`src/rtl/bus_region_router.sv`:
```
// Routes one data-bus master to NUM_PORTS address windows. Requests are registered,
// slave completion is awaited under a timeout, and errors are answered locally.
module bus_region_router #(
  parameter int ADDR_WIDTH = 32,
  parameter int DATA_WIDTH = 32,
  parameter int NUM_PORTS  = 4,
  parameter logic [NUM_PORTS*ADDR_WIDTH-1:0] BASES =
    {32'h0000_3000, 32'h0000_2000, 32'h0000_1000, 32'h0000_0000},
  parameter logic [NUM_PORTS*ADDR_WIDTH-1:0] SIZES = {4{32'h0000_1000}},
  parameter int TIMEOUT    = 16
) (
  input  logic                            clk,
  input  logic                            reset,
  input  logic [ADDR_WIDTH-1:0]           addr,
  input  logic [DATA_WIDTH-1:0]           wdata,
  input  logic                            read,
  input  logic                            write,
  output logic [DATA_WIDTH-1:0]           rdata,
  output logic                            ready,
  output logic                            err,
  output logic [NUM_PORTS*ADDR_WIDTH-1:0] p_addr,
  output logic [NUM_PORTS*DATA_WIDTH-1:0] p_wdata,
  output logic [NUM_PORTS-1:0]            p_read,
  output logic [NUM_PORTS-1:0]            p_write,
  input  logic [NUM_PORTS*DATA_WIDTH-1:0] p_rdata,
  input  logic [NUM_PORTS-1:0]            p_ready
);

  localparam int SW = (NUM_PORTS > 1) ? $clog2(NUM_PORTS) : 1;
  localparam int CW = $clog2(TIMEOUT + 1);

  typedef enum logic [1:0] {
    S_IDLE   = 2'd0,
    S_ACCESS = 2'd1,
    S_DONE   = 2'd2
  } state_e;

  state_e                          state_q;
  logic [SW-1:0]                   sel_q;
  logic                            is_wr_q;
  logic [CW-1:0]                   cnt_q;
  logic                            ready_q;
  logic                            err_q;
  logic [DATA_WIDTH-1:0]           rdata_q;
  logic [NUM_PORTS*ADDR_WIDTH-1:0] p_addr_q;
  logic [NUM_PORTS*DATA_WIDTH-1:0] p_wdata_q;
  logic [NUM_PORTS-1:0]            p_read_q;
  logic [NUM_PORTS-1:0]            p_write_q;

  logic [NUM_PORTS-1:0]            hit_vec_s;
  logic                            hit_s;
  logic [SW-1:0]                   sel_s;
  logic [ADDR_WIDTH-1:0]           off_s;
  logic [NUM_PORTS-1:0]            onehot_s;
  logic [NUM_PORTS*ADDR_WIDTH-1:0] addr_spread_s;
  logic [NUM_PORTS*DATA_WIDTH-1:0] wdata_spread_s;
  logic                            sel_ready_s;
  logic [DATA_WIDTH-1:0]           sel_rdata_s;

  // Window compare in ADDR_WIDTH+1 bits so a window ending at the top of memory cannot wrap
  always_comb begin
    hit_vec_s = '0;
    for (int i = 0; i < NUM_PORTS; i++) begin
      hit_vec_s[i] = ({1'b0, addr} >= {1'b0, BASES[i*ADDR_WIDTH +: ADDR_WIDTH]}) &&
                     ({1'b0, addr} <  ({1'b0, BASES[i*ADDR_WIDTH +: ADDR_WIDTH]} +
                                       {1'b0, SIZES[i*ADDR_WIDTH +: ADDR_WIDTH]}));
    end
  end

  // Priority select: scanning downwards lets the lowest hitting index win
  always_comb begin
    hit_s = |hit_vec_s;
    sel_s = '0;
    off_s = '0;
    for (int i = NUM_PORTS - 1; i >= 0; i--) begin
      sel_s = hit_vec_s[i] ? SW'(i) : sel_s;
      off_s = hit_vec_s[i] ? (addr - BASES[i*ADDR_WIDTH +: ADDR_WIDTH]) : off_s;
    end
  end

  // Place the translated address and write data on the selected port only
  always_comb begin
    onehot_s       = '0;
    addr_spread_s  = '0;
    wdata_spread_s = '0;
    for (int i = 0; i < NUM_PORTS; i++) begin
      onehot_s[i]                            = (sel_s == SW'(i));
      addr_spread_s[i*ADDR_WIDTH +: ADDR_WIDTH] = onehot_s[i] ? off_s : '0;
      wdata_spread_s[i*DATA_WIDTH +: DATA_WIDTH] = onehot_s[i] ? wdata : '0;
    end
  end

  // Response mux from the latched port; other ports' p_ready is ignored
  always_comb begin
    sel_ready_s = 1'b0;
    sel_rdata_s = '0;
    for (int i = 0; i < NUM_PORTS; i++) begin
      sel_ready_s = (sel_q == SW'(i)) ? p_ready[i] : sel_ready_s;
      sel_rdata_s = (sel_q == SW'(i)) ? p_rdata[i*DATA_WIDTH +: DATA_WIDTH] : sel_rdata_s;
    end
  end

  // Transaction FSM with all master- and slave-facing outputs registered
  always_ff @(posedge clk) begin
    if (reset) begin
      state_q   <= S_IDLE;
      sel_q     <= '0;
      is_wr_q   <= 1'b0;
      cnt_q     <= '0;
      ready_q   <= 1'b0;
      err_q     <= 1'b0;
      rdata_q   <= '0;
      p_addr_q  <= '0;
      p_wdata_q <= '0;
      p_read_q  <= '0;
      p_write_q <= '0;
    end else begin
      case (state_q)
        S_IDLE: begin
          ready_q <= 1'b0;
          err_q   <= 1'b0;
          rdata_q <= '0;
          cnt_q   <= '0;
          if ((read ^ write) && hit_s) begin
            state_q   <= S_ACCESS;
            sel_q     <= sel_s;
            is_wr_q   <= write;
            p_addr_q  <= addr_spread_s;
            p_wdata_q <= wdata_spread_s;
            p_read_q  <= read  ? onehot_s : '0;
            p_write_q <= write ? onehot_s : '0;
          end else if (read || write) begin
            state_q <= S_DONE;
            ready_q <= 1'b1;
            err_q   <= 1'b1;
          end else begin
            state_q <= S_IDLE;
          end
        end
        S_ACCESS: begin
          if (sel_ready_s) begin
            state_q   <= S_DONE;
            ready_q   <= 1'b1;
            err_q     <= 1'b0;
            rdata_q   <= is_wr_q ? '0 : sel_rdata_s;
            p_addr_q  <= '0;
            p_wdata_q <= '0;
            p_read_q  <= '0;
            p_write_q <= '0;
          end else if (cnt_q == CW'(TIMEOUT - 1)) begin
            state_q   <= S_DONE;
            ready_q   <= 1'b1;
            err_q     <= 1'b1;
            rdata_q   <= '0;
            p_addr_q  <= '0;
            p_wdata_q <= '0;
            p_read_q  <= '0;
            p_write_q <= '0;
          end else begin
            cnt_q <= cnt_q + CW'(1);
          end
        end
        S_DONE: begin
          state_q <= S_IDLE;
          ready_q <= 1'b0;
          err_q   <= 1'b0;
          rdata_q <= '0;
        end
        default: begin
          state_q   <= S_IDLE;
          ready_q   <= 1'b0;
          err_q     <= 1'b0;
          rdata_q   <= '0;
          p_addr_q  <= '0;
          p_wdata_q <= '0;
          p_read_q  <= '0;
          p_write_q <= '0;
        end
      endcase
    end
  end

  assign rdata   = rdata_q;
  assign ready   = ready_q;
  assign err     = err_q;
  assign p_addr  = p_addr_q;
  assign p_wdata = p_wdata_q;
  assign p_read  = p_read_q;
  assign p_write = p_write_q;

endmodule

```
`config.mk`:
```
export PLATFORM = sky130hd
export DESIGN_NAME = bus_region_router
export DESIGN_NICKNAME = d
export VERILOG_FILES = /design/src/rtl/bus_region_router.sv
export SDC_FILE = /design/constraint.sdc
export NUM_CORES = 1
export LEC_CHECK = 0
export BUFFER_PORTS_ARGS = -buffer_cell sky130_fd_sc_hd__clkbuf_2
export CORE_AREA = 8 8 187 189
export CTS_CLUSTER_SIZE = 25
export DETAILED_ROUTE_END_ITERATION = 12
export DIE_AREA = 0 0 195 197
export PLACE_DENSITY_LB_ADDON = 0.12
export SLEW_MARGIN = 10
export SYNTH_ARGS = -nofsm -noshare
export SYNTH_HDL_FRONTEND = slang
export SYNTH_SLANG_ARGS = --single-unit
```
`constraint.sdc`:
```
create_clock -name clk -period 3.58 [get_ports clk]
set_clock_uncertainty 0.2 [all_clocks]
set_input_delay 0.537 -clock clk [delete_from_list [all_inputs] [get_ports clk]]
set_output_delay 0.537 -clock clk [all_outputs]
set_load 0.02 [all_outputs]
```
==> flow_summary.yaml, run 1 <==
floorplan:
  initial_utilization_pct: 33.56
  design.core.area_um2: 32040
  die_area_um2: 38420
  die_w_um: 195
  dieHeight_um: 197
  ios: 498
  core.rowCount: 66
logic_synthesis:
  synthTopCellsByArea: "dfxtp_1, a22oi_1, a22o_1, mux4_2, nor2_1"
  synth-seq-cells: 307
  synth_edf_count: 0
  synth_fp_nets: 1179
  ys_top_cells_by_count: "dfxtp_1, nor2_1, a22oi_1"
  synth.most_common_cell: "dfxtp_1"
  yosysWarnings: 0
  synth-main-ff-cell: "dfxtp_1"
  avgSynthCellArea_um2: 11.09
  async_flop_share_pct: 0
  syn-cell-area_um2: 10750
  synth_top_area_share_pct: 57.16
  yosysSeqAreaShare_pct: 57.16
  synth_cell_types: 46
  synth_cells: 970
  synth_area_leader_cell: "dfxtp_1"
timing:
  layout_setup_ws_ns: 0.8651
  max_freq_ghz: 0.3683
  finalSetupViolations: 0
  rsz0062_at_grt: "no"
  maxSlewHeadroom_pct: 28.68
  tightest_slew_ns: 1.067
  setup_tns_ns: 0
  period_share_pct: 75.83
  hold_violations: 0
  slew_violations: 0
  fin_crit_ns: 2.715
placement:
  routabilityCongestion: 0.9181
  dp_slack_ns: 0.3786
  io_buffers: 497
  dp_hpwl_mm: 28.89
detailed_routing:
  route.top_layer_used: "met4"
  num_vias: 9389
  vias_per_cell: 4.999
  wl_per_cell_um: 20.95
  drt_first_pass_iters: 5
  drc: 0
  wl_met1_mm: 15.17
  met2WireLength_mm: 19.17
  drt_wl_total_mm: 39.34
  drtIter0Drc: 463
  antenna_left: 0
  dr_wl_met3_mm: 4.221
pwr:
  share_comb_of_total_power_pct: 4.1
  switching_share_pct: 22.53
  sequentialPowerShare_pct: 46.6
  irDropWorstVdd_uv: 424.6
  switching_power_mw: 1.656
  power_frac_clock_pct: 49.3
  internal-power_mw: 5.694
  p_leak_nw: 6.836
  power_density_nw_per_um2: 494.4
  total_power_mw: 7.350
worst_hold_path:
  whs_endpoint: "p_wdata[90]"
  hold_start: "wdata[26]"
  hold_class: "in2reg"
  hold-path-cell-count: 2
setup_path:
  worstReg2RegStart: "cnt_q[0]"
  r2r_end: "p_wdata[102]"
  cpPeakStageDelay_ns: 0.40
  ff2ff_path_depth: 8
  critPathKind: "reg2reg"
  cpMostUsedCell: "ha_1"
  cp_slowest_cell: "buf_12"
  cp_data_required_time_ns: 3.82
  start_kind: "register"
  path_max_fanout: 98
  endpoint_kind: "register"
  cp_cell_sequence: "ha_1 -> and3_1 -> ha_1 -> o31a_1 -> a31oi_4 -> buf_12 -> a22oi_1 -> nor2_1"
  rrSetupSlack_ns: 0.87
  cp.arrival_ns: 2.95
layout:
  fin_nets: 1652
  n_antenna_cell: 0
  syn_to_final_growth_pct: 38.26
  drive_above_1_share_pct: 42.59
clock_tree:
  cts_hold_buf: 0
  clk_path_buf_depth: 3
  h-tree-depth: 2
  clk_latency_ns: 0.52
  tritoncts: "done"
  postCtsSetupBuffers: 0
  path_clk_slew_ns: 0.06
  post_cts_resize_count: 0
  clock_tree.root_cell: "clkbuf_16"
  cts_buffers: 36
  cts_sinks: 307
global_routing:
  antenna_found_initial: 0
  overflow: 0
  grt_usage_pct: 19.26
  grt_pass1_vias: 9498
  grt_start_max_net_pins: 99
  grt_pass1_wl_mm: 58.81
outcome:
  status: "finished, final reports clean"
flow_run:
  maxCapViolations: 0
placed cells by master (no fill, tap or decap), types with 3 or more instances in the layout:
| cell type | Yosys | routed |
|---|---|---|
| a22o_1 | 92 | 92 |
| buf_4 | 3 | 14 |
| clkbuf_2 | 0 | 496 |
| or4_1 | 3 | 3 |
| and2_1 | 46 | 46 |
| clkbuf_16 | 0 | 36 |
| nor2_1 | 140 | 138 |
| ha_1 | 9 | 9 |
| clkbuf_8 | 0 | 9 |
| a22oi_1 | 129 | 129 |
| a31oi_1 | 4 | 3 |
| dfxtp_1 | 307 | 306 |
| nor3_1 | 6 | 6 |
| mux4_2 | 33 | 33 |
| buf_12 | 0 | 7 |
| o21ai_0 | 5 | 5 |
| nand2_1 | 26 | 26 |
| a21o_1 | 18 | 18 |
| nand4_1 | 3 | 3 |
| clkinv_2 | 0 | 9 |
| inv_1 | 9 | 9 |
| nor4_1 | 5 | 5 |
| clkbuf_1 | 48 | 5 |
| nand3_1 | 4 | 4 |
| nor3b_1 | 3 | 3 |
| a21oi_1 | 18 | 18 |
cell type report:
| type | instances | area, µm² |
|---|---|---|
| clock inverter | 15 | 158.9 |
| clock buffer | 50 | 1044 |
| inverter | 9 | 33.78 |
| fill | 3112 | 17170 |
| multi-input combinational | 572 | 4245 |
| sequential | 307 | 6147 |
| timing repair buffer | 517 | 2728 |
| tap | 408 | 510.5 |
registers in the layout, indices dropped and copies added, names as in the netlist:
register	cells
sel_q	2
is_wr_q	1
rdata	32
cnt_q	5
p_write	4
p_wdata	128
err	1
p_read	4
state_q	2
p_addr	128
power by group through the flow:
stage          clock [mW]  sequential, mW  combinational (mW)
4_1_cts              3.74            3.42               0.310
5_1_grt              3.89            3.42               0.336
3_3_place_gp            0            3.50               0.305
2_1_floorplan           0            3.50               0.117
6_report             3.62            3.42               0.305
3_5_place_dp            0            3.50               0.307
worst max-delay path, delay by kind of cell, from the launching register on:
family	cells	cell delay, ns
buffers and inverters	1	0.40
AOI/OAI and AO/OA	3	0.86
DFF	1	0.34
and+or+nand+nor	2	0.29
adders and majority gates	2	0.43
metrics by stage:
stage          util (%)  instances  hold WS (ns)  instance area, µm²
5_1_grt           46.40       1878       0.06952               14870
4_1_cts           46.40       1878       0.05042               14870
6_report          46.40       1878       0.07635               14870
3_3_place_gp      42.65       1813        0.2324               13660
3_5_place_dp      42.65       1813        0.2388               13660
2_1_floorplan         -        970        0.2322               10750
worst max path at each step:
stage                        end  slack, ns     start
detailed placement  p_wdata[112]       0.38  addr[19]
global route        p_wdata[117]       0.76  cnt_q[0]
global placement     p_wdata[19]       0.41  addr[19]
CTS                  p_wdata[49]       0.87  cnt_q[0]
finish              p_wdata[102]       0.87  cnt_q[0]
floorplan            p_addr[100]       0.81  addr[19]
cell families (layout without fill, tap and decap cells):
| logic type | Yosys count | count (layout) | share of synthesized area [%] |
|---|---|---|---|
| flops | 307 | 307 | 57.16 |
| buf+inv | 91 | 591 | 3.700 |
| compound gates | 275 | 275 | 19.77 |
| xor+xnor | 1 | 1 | 0.08147 |
| fa+ha+maj | 9 | 9 | 1.047 |
| simple gates | 254 | 254 | 11.33 |
| mux | 33 | 33 | 6.912 |
per-layer routing:
layer / vias to the layer above / GRT usage [%]
met2: 374 / 33.18
met3: 51 / 8.528
met4: 0 / 4.913
li1: 4503 / -
met1: 4461 / 21.58
met5: - / 0
No activity file was read; power rests on OpenSTA's default activity.
==> run 2, diff against run 1 <==
Clock period 3.58 ns to 2.8 ns, I/O delays scaled along.
==> run 2 against run 1 <==
  * Global-route usage is 0.19 points higher
  * Final cell count is 2.8% higher
  * Non-clock buffer count grew 52
  * Combinational power increased by 41%
  * Utilization rose by 1.5 points
  * Die area stayed put
  * Power rose by 27%
  * Routed wire length about the same
  * Clock-buffer cell count unchanged
  * Flip-flop and latch count is the same
  * First-iteration DRC count unchanged
  * Worst hold slack got worse by 0.066 ns
  * Critical endpoint is now p_wdata[75]
  * Highest routed layer is now met5
==> flow_summary.yaml, run 2 (same netlist as run 1, synthesis figures left out) <==
detailed_routing:
  antenna_left: 0
  drt_wl_total_mm: 39.36
  drc: 0
  vias_per_cell: 4.985
  drt_first_pass_iters: 5
  drtIter0Drc: 463
  wl_per_cell_um: 20.39
  num_vias: 9621
setup_path:
  cp_cell_sequence: "dlygate4sd3_1 -> clkbuf_2 -> inv_1 -> ha_1 -> nor3b_2 -> and3_1 -> a211oi_4 -> buf_12 -> a22o_1"
  cpPeakStageDelay_ns: 0.54
  path_max_fanout: 88
  crit_buf_inv: 4
  critPathKind: "in2reg"
  r2r_end: "p_wdata[75]"
  worstReg2RegStart: "cnt_q[0]"
  start_kind: "input pin"
  cp.arrival_ns: 2.91
  rrSetupSlack_ns: 0.26
  cp_slowest_cell: "dlygate4sd3_1"
  cp_data_required_time_ns: 3.06
  endpoint_kind: "register"
  cp_top_family: "buffers and inverters"
  ff2ff_path_depth: 7
layout:
  drive_above_1_share_pct: 42.50
  mostFrequentLayoutCell: "clkbuf_2"
  fin_util_pct: 47.93
  design_area_um2: 15360
  fin_nets: 1703
  syn_to_final_growth_pct: 42.81
  fillers: 3070
  mostFrequentLayoutCells: "clkbuf_2, dfxtp_1, nor2_1"
placement:
  io_buffers: 497
  routabilityCongestion: 0.9310
  place_area_um2: 13900
  dp_hpwl_mm: 29.22
pwr:
  p_leak_nw: 7.052
  sequentialPowerShare_pct: 47.0
  share_comb_of_total_power_pct: 4.6
  switching_power_mw: 2.086
  power_frac_clock_pct: 48.4
  switching_share_pct: 22.41
  irDropWorstVdd_uv: 455.1
  internal-power_mw: 7.220
  power_density_nw_per_um2: 606.0
timing:
  hold_slack_ns: 0.01079
  max_freq_ghz: 0.3774
  slew_violations: 0
  fin_crit_ns: 2.650
  finalSetupViolations: 0
  rsz0062_at_grt: "no"
  hold_violations: 0
  maxSlewHeadroom_pct: 51.06
  period_share_pct: 94.64
  tightest_slew_ns: 0.7341
clock_tree:
  cts_sinks: 307
  tritoncts: "done"
  h-tree-depth: 2
  clock_tree.root_cell: "clkbuf_16"
  cts_buffers: 35
  clk_path_buf_depth: 3
  clk_latency_ns: 0.51
  path_clk_slew_ns: 0.06
global_routing:
  grt_pass1_wl_mm: 59.54
  grt_usage_pct: 19.45
  grt_start_max_net_pins: 89
  overflow: 0
  grt.busiest_layer: "met2"
  gr-usage-met3_pct: 8.306
  grt_pass1_vias: 9794
  use_met1_pct: 21.66
  grtUsageMet2_pct: 32.51
  antenna_found_initial: 3
worst_hold_path:
  hold_start: "write"
  hold_class: "in2reg"
  whs_endpoint: "p_write[2]"
  hold-path-cell-count: 3
floorplan:
  design.core.area_um2: 32040
  dieHeight_um: 197
  ios: 498
  core.rowCount: 66
  die_area_um2: 38420
  initial_utilization_pct: 33.56
  die_w_um: 195
outcome:
  status: "finished, final reports clean"
flow_run:
  maxCapViolations: 0
-- run 2: cell count changes in the layout (fill, tap and decap cells not counted), moves of 2 or more --
cell and delta:
dlygate4sd3_1 +29, inv_6 +2, clkinv_2 -4, diode_2 +2, buf_4 +18, buf_12 +5, clkbuf_1 +2
-- run 2: final cells by class --
| type | instances | area [µm²] | share of cell area [%] |
|---|---|---|---|
| diodes | 2 | 5.005 | 0.03259 |
| repair buffers | 569 | 3253 | 21.18 |
| flip-flops and latches | 307 | 6147 | 40.03 |
| well taps | 408 | 510.5 | 3.324 |
| clock buffers | 50 | 1012 | 6.592 |
| inverters | 9 | 33.78 | 0.2200 |
| clock inverters | 13 | 143.9 | 0.9370 |
| multi-input cells | 572 | 4250 | 27.68 |
-- run 2: worst reg2reg max path, delay by kind of cell, from the launching register on --
family	cells	cell delay, ns
simple gates	1	0.19
flops	1	0.35
compound gates	3	1.03
buf+inv	1	0.31
fa+ha+maj	2	0.43
-- run 2: timing repair --
| item | in CTS | in global routing |
|---|---|---|
| hold endpoints to repair | 75 | 0 |
| gates resized for setup | 0 | 1 |
| endpoints found under the setup margin | 0 | 95 |
| buffers inserted | 0 | 0 |
| hold buffers | 29 | 0 |
-- run 2: power groups by stage --
| stage | Clock [mW] | Combinational [mW] | Sequential [mW] |
|---|---|---|---|
| after detailed placement | 0 | 0.401 | 4.47 |
| final | 4.50 | 0.431 | 4.37 |
| after global routing | 4.80 | 0.472 | 4.37 |
| after CTS | 4.64 | 0.436 | 4.37 |
| after floorplan | 0 | 0.149 | 4.47 |
| after global placement | 0 | 0.399 | 4.47 |
-- run 2: worst max-delay path by stage --
stage / endpoint / startpoint / depth (start not counted) / slack, ns
6_report: p_wdata[75] / read / 9 / 0.15
5_1_grt: p_wdata[18] / read / 9 / 0.02
4_1_cts: p_wdata[49] / read / 11 / 0.08
3_5_place_dp: p_wdata[105] / addr[27] / 8 / -0.1
3_3_place_gp: p_wdata[107] / addr[19] / 8 / -0.07
2_1_floorplan: p_addr[100] / addr[19] / 8 / 0.14
-- run 2: layer usage --
metal	vias up	routed length, µm
li1	4608	-
met5	-	13
met4	2	1448
met1	4551	15280
met3	79	3955
met2	381	18670
-- run 2: metrics by stage --
| stage | TNS, ns | power [mW] | instances | setup slack, ns |
|---|---|---|---|---|
| final | 0 | 9.306 | 1930 | 0.1501 |
| after floorplan | 0 | 4.621 | 970 | 0.1423 |
| after CTS | 0 | 9.442 | 1928 | 0.07585 |
| after global routing | 0 | 9.642 | 1930 | 0.02333 |
| after global placement | -5.910 | 4.866 | 1836 | -0.07227 |
| after detailed placement | -7.734 | 4.869 | 1836 | -0.09723 |
